==> src/rtl/ghash_stream.sv <==
// ghash_stream: streaming GHASH accumulator for AES-GCM.
// Y_i = (Y_{i-1} ^ X_i) * H mod POLYNOMIAL, Y_0 = 0, multiplied iteratively
// over GFM_CYCLES cycles (GFM_BITS/GFM_CYCLES unrolled steps per cycle).
// Optional build macro: GHASH_BITREFLECT_EN -- bit-reverse h_in, s_data and
// m_data at the boundary (NIST GCM bit order, port MSB = x^0).
//
// Handshake semantics: a transfer happens on a rising clk edge where both
// valid and ready are high; valid, once raised, holds its data stable until
// that edge. A block presented together with h_load is not taken (h_load wins).
module ghash_stream #(
    parameter int                GFM_BITS   = 128,
    parameter int                GFM_CYCLES = 8,
    parameter logic [GFM_BITS:0] POLYNOMIAL = 129'h1_0000_0000_0000_0000_0000_0000_0000_0087
) (
    input  logic                clk,
    input  logic                reset,
    input  logic                h_load,
    input  logic [GFM_BITS-1:0] h_in,
    input  logic                s_valid,
    output logic                s_ready,
    input  logic [GFM_BITS-1:0] s_data,
    input  logic                s_last,
    output logic                m_valid,
    input  logic                m_ready,
    output logic [GFM_BITS-1:0] m_data,
    output logic                busy
);

    localparam int STEPS = GFM_BITS / GFM_CYCLES;
    localparam int RW    = (GFM_CYCLES > 1) ? $clog2(GFM_CYCLES) : 1;
    // The x^n term always cancels against the shifted-out bit, so only the
    // low n bits of the polynomial take part in the reduction.
    localparam logic [GFM_BITS-1:0] POLY_LOW = POLYNOMIAL[GFM_BITS-1:0];

    typedef enum logic [1:0] {IDLE, MULT, OUT} state_t;

    state_t                state, state_next;
    logic [GFM_BITS-1:0]   h_q, y_q, a_q, b_q, acc_q;
    logic [GFM_BITS-1:0]   a_next, b_next, acc_next;
    logic [GFM_BITS-1:0]   h_int, x_int;
    logic [RW-1:0]         round_q;
    logic                  last_q, s_ready_q;
    logic                  take_block, last_round;

`ifdef GHASH_BITREFLECT_EN
    // Boundary bit reversal: port bit n-1 maps to internal coefficient x^0.
    always_comb begin
        h_int  = '0;
        x_int  = '0;
        m_data = '0;
        for (int i = 0; i < GFM_BITS; i++) begin
            h_int[i]  = h_in[GFM_BITS-1-i];
            x_int[i]  = s_data[GFM_BITS-1-i];
            m_data[i] = y_q[GFM_BITS-1-i];
        end
    end
`else
    assign h_int  = h_in;
    assign x_int  = s_data;
    assign m_data = y_q;
`endif

    assign take_block = (state == IDLE) && s_valid && s_ready_q && !h_load;
    assign last_round = (round_q == RW'(GFM_CYCLES - 1));
    assign s_ready    = s_ready_q;
    assign m_valid    = (state == OUT);
    assign busy       = (state != IDLE);

    // One group of shift-and-add multiply steps, unrolled.
    always_comb begin
        a_next   = a_q;
        b_next   = b_q;
        acc_next = acc_q;
        for (int i = 0; i < STEPS; i++) begin
            if (b_next[0]) acc_next = acc_next ^ a_next;
            a_next = {a_next[GFM_BITS-2:0], 1'b0} ^ (a_next[GFM_BITS-1] ? POLY_LOW : '0);
            b_next = b_next >> 1;
        end
    end

    // Next-state logic.
    always_comb begin
        state_next = state;
        case (state)
            IDLE: if (take_block) state_next = MULT;
            MULT: if (last_round) state_next = last_q ? OUT : IDLE;
            OUT:  if (m_ready) state_next = IDLE;
            default: state_next = IDLE;
        endcase
    end

    // State register.
    always_ff @(posedge clk) begin
        if (reset) state <= IDLE;
        else       state <= state_next;
    end

    // Registered s_ready: high whenever the next cycle is IDLE with no key load.
    always_ff @(posedge clk) begin
        if (reset) s_ready_q <= 1'b0;
        else       s_ready_q <= (state_next == IDLE) && !h_load;
    end

    // Key, accumulator and multiplier datapath.
    always_ff @(posedge clk) begin
        if (reset) begin
            h_q     <= '0;
            y_q     <= '0;
            a_q     <= '0;
            b_q     <= '0;
            acc_q   <= '0;
            round_q <= '0;
            last_q  <= 1'b0;
        end else begin
            case (state)
                IDLE: begin
                    if (h_load) begin
                        h_q <= h_int;
                        y_q <= '0;
                    end else if (take_block) begin
                        a_q     <= y_q ^ x_int;
                        b_q     <= h_q;
                        acc_q   <= '0;
                        round_q <= '0;
                        last_q  <= s_last;
                    end
                end
                MULT: begin
                    a_q     <= a_next;
                    b_q     <= b_next;
                    acc_q   <= acc_next;
                    round_q <= round_q + 1'b1;
                    if (last_round) y_q <= acc_next;
                end
                OUT: begin
                    if (m_ready) y_q <= '0;
                end
                default: ;
            endcase
        end
    end

endmodule

==> config.mk <==
export PLATFORM = sky130hd
export DESIGN_NAME = ghash_stream
export DESIGN_NICKNAME = d
export VERILOG_FILES = /design/src/rtl/ghash_stream.sv
export SDC_FILE = /design/constraint.sdc
export NUM_CORES = 2
export LEC_CHECK = 0
export ABC_AREA = 1
export CELL_PAD_IN_SITES_DETAIL_PLACEMENT = 0
export CELL_PAD_IN_SITES_GLOBAL_PLACEMENT = 1
export CORE_AREA = 4 4 426 428
export CTS_BUF_LIST = sky130_fd_sc_hd__clkbuf_4 sky130_fd_sc_hd__clkbuf_8
export DETAILED_ROUTE_END_ITERATION = 10
export DIE_AREA = 0 0 430 432
export GPL_TIMING_DRIVEN = 1
export PLACE_DENSITY = 0.6
export SYNTH_ARGS = -nofsm -noshare
export SYNTH_HDL_FRONTEND = slang
export SYNTH_SLANG_ARGS = --single-unit
==> constraint.sdc <==
create_clock -name clk -period 1.97 [get_ports clk]
set_input_delay 0.4925 -clock clk [delete_from_list [all_inputs] [get_ports clk]]
set_output_delay 0.4925 -clock clk [all_outputs]
set_load 0.02 [all_outputs]
=== After elaboration in Yosys (flattened, before gate mapping) ===
Index checks and enable logic that the tools add are counted.

* Register bits after elaboration: 647
* Input port bits: 262
* Output and inout port bits: 131
* Word-level logic and storage cells: 119

* Add/sub/neg operators: 1
* Eq/ne operators: 8
* Mux-type cells: 53
* Bitwise gates (word level): 34
* Reductions and logical operators: 14

{| class="wikitable"
|+ Operator list
! operator !! count
|-
| 128-bit two-way mux || 25
|-
| 128-bit XOR || 17
|-
| 128-bit by 8-bit XOR with 128-bit output || 16
|-
| 128-bit case mux with 2 select lines || 3
|-
| 128-bit case mux with 3 select lines || 1
|-
| 8-bit two-way mux || 16
|-
| 2-bit two-way mux || 4
|-
| 2-bit inequality test (second input constant) || 4
|-
| 3-bit two-way mux || 2
|-
| 2-bit case mux with 3 select lines || 1
|-
| 3-bit case mux with 2 select lines || 1
|-
| 3-bit AND reduction || 2
|-
| 1-bit logical AND || 4
|-
| 2-bit zero test || 2
|-
| 4-bit AND reduction || 1
|-
| 2-bit nonzero test || 2
|-
| 3-bit by 1-bit adder with 3-bit output (second input constant) || 1
|-
| 3-bit == test (second input constant) || 1
|-
| 3-bit nonzero test || 1
|-
| 2-bit by 1-bit == test with 1-bit output (second input constant) || 1
|-
| 2-bit == test (second input constant) || 1
|-
| 2-bit by 1-bit inequality test with 1-bit output (second input constant) || 1
|-
| 2-bit AND reduction || 1
|-
| 1-bit zero test || 1
|-
| 1-bit NOT || 1
|}

=== Logic depth before layout (Yosys ltp) ===
* Word-level depth: 34
* Gate-level depth with buffers: 21
* Mapped depth without buffers: 20

=== Worst setup path before layout ===
OpenSTA, ideal clock, no wires.

* Kind: flip-flop to flip-flop
* From: reg a_q[18]
* To: reg acc_q[28]
* Library setup time: 132 ps
* Data arrival time: 1768 ps
* Data required time: 1838 ps
* Setup slack: 70 ps
* Stages on the path, launching flop included: 10
* Buffers on the path: 2
* Period minus slack after synthesis: 1900 ps
* Cell sequence: dfxtp_1 clkbuf_1 buf_1 nand2_1 xnor2_1 xor2_1 xor2_1 or2_2 nand2_1 a21oi_1

* Longest elaborated chain between the ends: 23

{| class="wikitable"
|+ RTL lines
! item !! line !! text
|-
| start, declared || 38 || <nowiki>logic [GFM_BITS-1:0] h_q, y_q, a_q, b_q, acc_q;</nowiki>
|-
| start signal, assigned || 121 || <nowiki>a_q <= y_q ^ x_int;</nowiki>
|-
| start signal, assigned || 129 || <nowiki>a_q <= a_next;</nowiki>
|-
| 128-bit by 8-bit XOR with 128-bit output (*) (10 in series) || 76 || <nowiki>a_next = {a_next[GFM_BITS-2:0], 1'b0} ^ (a_next[GFM_BITS-1] ? POLY_LOW : '0);</nowiki>
|-
| 128-bit XOR (*) || 75 || <nowiki>if (b_next[0]) acc_next = acc_next ^ a_next;</nowiki>
|-
| 128-bit two-way mux (*) || 75 ||
|-
| 128-bit XOR || 75 ||
|-
| 128-bit two-way mux (*) || 75 ||
|-
| 128-bit XOR || 75 ||
|-
| 128-bit two-way mux (*) || 75 ||
|-
| 128-bit XOR || 75 ||
|-
| 128-bit two-way mux (*) || 75 ||
|-
| 128-bit XOR || 75 ||
|-
| 128-bit two-way mux (*) || 75 ||
|-
| 128-bit XOR || 75 ||
|-
| 128-bit two-way mux (*) || 75 ||
|-
| 128-bit case mux with 2 select lines (*) || 115 || <nowiki>case (state)</nowiki>
|-
| end signal, assigned || 131 || <nowiki>acc_q <= acc_next;</nowiki>
|-
| end, declared || 38 ||
|}

Every way passes the cells marked *; elsewhere a longest branch is shown, timed or not.
A chain may end at the register's enable or synchronous reset.

=== Worst setup path in the final report ===
* From: reg b_q[5]
* To: reg acc_q[40]

* Longest elaborated chain between the ends: 22

{| class="wikitable"
|+ RTL lines
! item !! line !! text
|-
| start, declared || 38 ||
|-
| start signal, assigned || 122 || <nowiki>b_q <= h_q;</nowiki>
|-
| start signal, assigned || 130 || <nowiki>b_q <= b_next;</nowiki>
|-
| 128-bit two-way mux (*) || 75 ||
|-
| 128-bit XOR || 75 ||
|-
| 128-bit two-way mux (*) || 75 ||
|-
| 128-bit XOR || 75 ||
|-
| 128-bit two-way mux (*) || 75 ||
|-
| 128-bit XOR || 75 ||
|-
| 128-bit two-way mux (*) || 75 ||
|-
| 128-bit XOR || 75 ||
|-
| [... 6 more ...] || - ||
|-
| 128-bit two-way mux (*) || 75 ||
|-
| 128-bit XOR || 75 ||
|-
| 128-bit two-way mux (*) || 75 ||
|-
| 128-bit XOR || 75 ||
|-
| 128-bit two-way mux (*) || 75 ||
|-
| 128-bit XOR || 75 ||
|-
| 128-bit two-way mux (*) || 75 ||
|-
| 128-bit case mux with 2 select lines (*) || 115 ||
|}

Marked as above.

==> results.toml <==
[route]
dr_total_vias = 58859
viasPerCell = 4.87
routed_wl_um = 251000
dr.pass1.iters = 6
drt_iter0_drc = 4453
drc = 0
ant_nets = 0
wl_per_cell_um = 20.8

[power]
peakVddDrop_mv = 0.675
power_mw = 46.6
p_leak_nw = 30.9
powerDensity_mw_per_mm2 = 581

[worst_hold_path]
hold_path.class = "primary input to flop"
min_path_cells = 3

[cells_and_area]
final_cell_mix = "2812 x nand2_1, 1096 x xnor2_1, 1013 x buf_4"
instances_no_fill = 12098
final_util_pct = 45.1
nFillCells = 18193
drive_above_1_share_pct = 26.1
multi_input_area_sq_mm = 0.0405
nets = 9904
layout.area.seq_sq_mm = 0.0133
syn_to_final_growth_pct = 46.1
final_common_cell = "nand2_1"

[global_route]
grt_max_degree = 120
grt_antenna_before_repair = 7
grt_pass1_wl_um = 364000
globalRouteOverflowTotal = 0
grt_usage_pct = 25.3
grt_pass1_vias = 57575

[sta]
report.final.setup_viol = 276
skew_ns = 0.0718
fin_crit_ns = 2.38
setup_ws_ns = -0.407
maxSlewViolCount = 0
hold_viol_final = 0
slew_headroom_pct = 61.1
fin_crit_sh_pct = 121
rsz0062_at_grt = "yes"
setup-tns-final_ns = -70.09
fmax_ghz = 0.421
tightest_slew_ns = 0.582

[clock_network]
path_clk_slew_ns = 0.06
cts_tree = "done"
clkSinkCount = 647
cts_made_buffers = 132
clk_root_buffer_cell = "clkbuf_8"
clockBufferDepth = 3
clk_latency_ns = 0.96
cts_max_level = 4

[setup_path]
critPathCaptureType = "flop"
cp_cell_sequence = "buf_6 > buf_12 > buf_6 > nand2_2 > xnor2_2 > xnor2_1 > xnor2_1 > buf_4 > xnor2_2 > xor2_1 > nand2_1 > a21oi_1"
worst-path-stages = 12
crit_path_max_fanout = 7
worstSetupPathType = "flop to flop"
cpPeakStageDelay_ns = 0.46
crit_buf_inv = 4
critPathTopFamily = "XOR/XNOR gates"
critPathArrivalTime_ns = 3.20
r2r_cells = 12
slowest_stage = "dfxtp_4"
start_kind = "flop"
required_ns = 2.79

[synthesis]
synthCells = 8416
synth_warnings = 0
avgSynthCellArea_sq_um = 6.52
synth_nets = 8680
synth.cell_area_sq_mm = 0.0549
synth_sequential_area_ratio_pct = 23.6
yosysUniqueCellTypes = 41
synth_seq_cells = 647

[placed_design]
gp_congestion = 0.885
placedCellCount = 11539
port_buffers = 392
dp_hpwl_um = 170000

[floorplan]
die_area_sq_mm = 0.186
core.rowCount = 155
initial_core_util_pct = 30.9
die_y_um = 432
design.core.area_sq_mm = 0.178
io-pin-count = 393
chipWidth_um = 430

[flow_run]
drv_cap = 0

[status]
violations = "negative setup slack"
status = "complete, but fails checks"
[path summary, 6_finish.rpt]
check,from,endpoint,slack (ns)
setup / recovery,b_q[5]$_SDFFE_PP0P_,acc_q[40]$_SDFFE_PP0P_,-0.41
hold / removal,h_in[99],h_q[99]$_SDFFE_PP0P_,0.13
setup reg to reg,b_q[5]$_SDFFE_PP0P_,acc_q[40]$_SDFFE_PP0P_,-0.41
hold reg to reg,last_q$_SDFFE_PP0P_,last_q$_SDFFE_PP0P_,0.46
[sequential cells by signal, summed over array words and instances (netlist names)]
| signal | flops |
|---|---|
| a_q | 128 |
| acc_q | 128 |
| b_q | 128 |
| h_q | 128 |
| last_q | 1 |
| m_data | 128 |
| round_q | 3 |
| s_ready | 1 |
| state | 2 |
[stage by stage]
step | area, sq um | worst slack [ns] | hold slack [ns]
3_3_place_gp | 70000 | -0.679 | 0.450
3_5_place_dp | 70000 | -0.665 | 0.454
4_1_cts | 75900 | -0.307 | 0.0227
5_1_grt | 80200 | -0.539 | 0.0763
6_report | 80200 | -0.407 | 0.130
2_1_floorplan | 54900 | 0.0696 | 0.424
[worst register-to-register path: stages, from the launching register on]
cell and delay (ns):
dfxtp_4 0.46, buf_6 0.16, buf_12 0.13, buf_6 0.13, nand2_2 0.06, xnor2_2 0.14
xnor2_1 0.14, xnor2_1 0.30, buf_4 0.19, xnor2_2 0.12, xor2_1 0.15, nand2_1 0.13
a21oi_1 0.16
[power by group]
group / total [mW] / internal [mW] / switching [mW] / leakage, nW
clock network: 16.3 / 9.02 / 7.29 / 1.56
registers: 14.7 / 13.9 / 0.737 / 5.38
logic: 15.6 / 7.07 / 8.53 / 24.0
[final cells by class]
type | count | area share, %
clock inverters | 38 | 0.660
clock buffers | 194 | 3.03
repair buffers | 1820 | 24.4
inverters | 225 | 1.15
multi-input cells | 6814 | 50.5
flip-flops and latches | 647 | 16.6
diodes | 5 | 0.0156
well taps | 2355 | 3.68
[logic make-up after synthesis]
family | after synthesis | share of synthesized area (%)
compound gates | 1113 | 10.7
xor+xnor | 1957 | 31.3
fa+ha+maj | 2 | 0.0456
buf+inv | 955 | 7.72
flops | 647 | 23.6
simple gates | 3742 | 26.7
[Yosys cell counts, drive strengths merged]
| library cell | instances | share of area, % |
|---|---|---|
| a211oi | 3 | 0.041 |
| a31oi | 222 | 2.5 |
| xor2 | 749 | 12 |
| nor3 | 16 | 0.15 |
| nand3 | 206 | 1.9 |
| inv | 224 | 1.5 |
| or2 | 68 | 0.78 |
| o211ai | 2 | 0.027 |
| o21a | 1 | 0.014 |
| buf | 428 | 4.1 |
| dfxtp | 647 | 24 |
| a32oi | 1 | 0.016 |
| xnor2 | 1208 | 19 |
| clkbuf | 302 | 2.1 |
| ha | 2 | 0.046 |
| o21ai | 567 | 5.2 |
| a21o | 1 | 0.014 |
| a2111oi | 1 | 0.016 |
| a21oi | 309 | 2.8 |
| o21bai | 2 | 0.027 |
| nand3b | 13 | 0.18 |
| o22ai | 3 | 0.034 |
| clkinv | 1 | 0.0068 |
| nand2 | 2988 | 21 |
| a41oi | 1 | 0.016 |
| nor2 | 444 | 3.1 |
| nand4 | 7 | 0.080 |
[layer usage]
layer | GRT usage (%) | vias up | part of all wire, %
met3 | 3.14 | 404 | 5.2
met5 | 0 | - | 0.015
met4 | 8.01 | 6 | 3.3
met2 | 42.6 | 1652 | 47
li1 | - | 28610 | -
met1 | 33.7 | 28187 | 45
[timing repair]
action	in CTS	in global routing
pin swaps	126	345
gates resized for setup	1138	595
cloned	14	28
hold buffers	1	0
setup buffers	150	146
endpoints found under the hold margin	21	0
endpoints found under the setup margin	397	467
No activity file was read; power rests on OpenSTA's default activity.
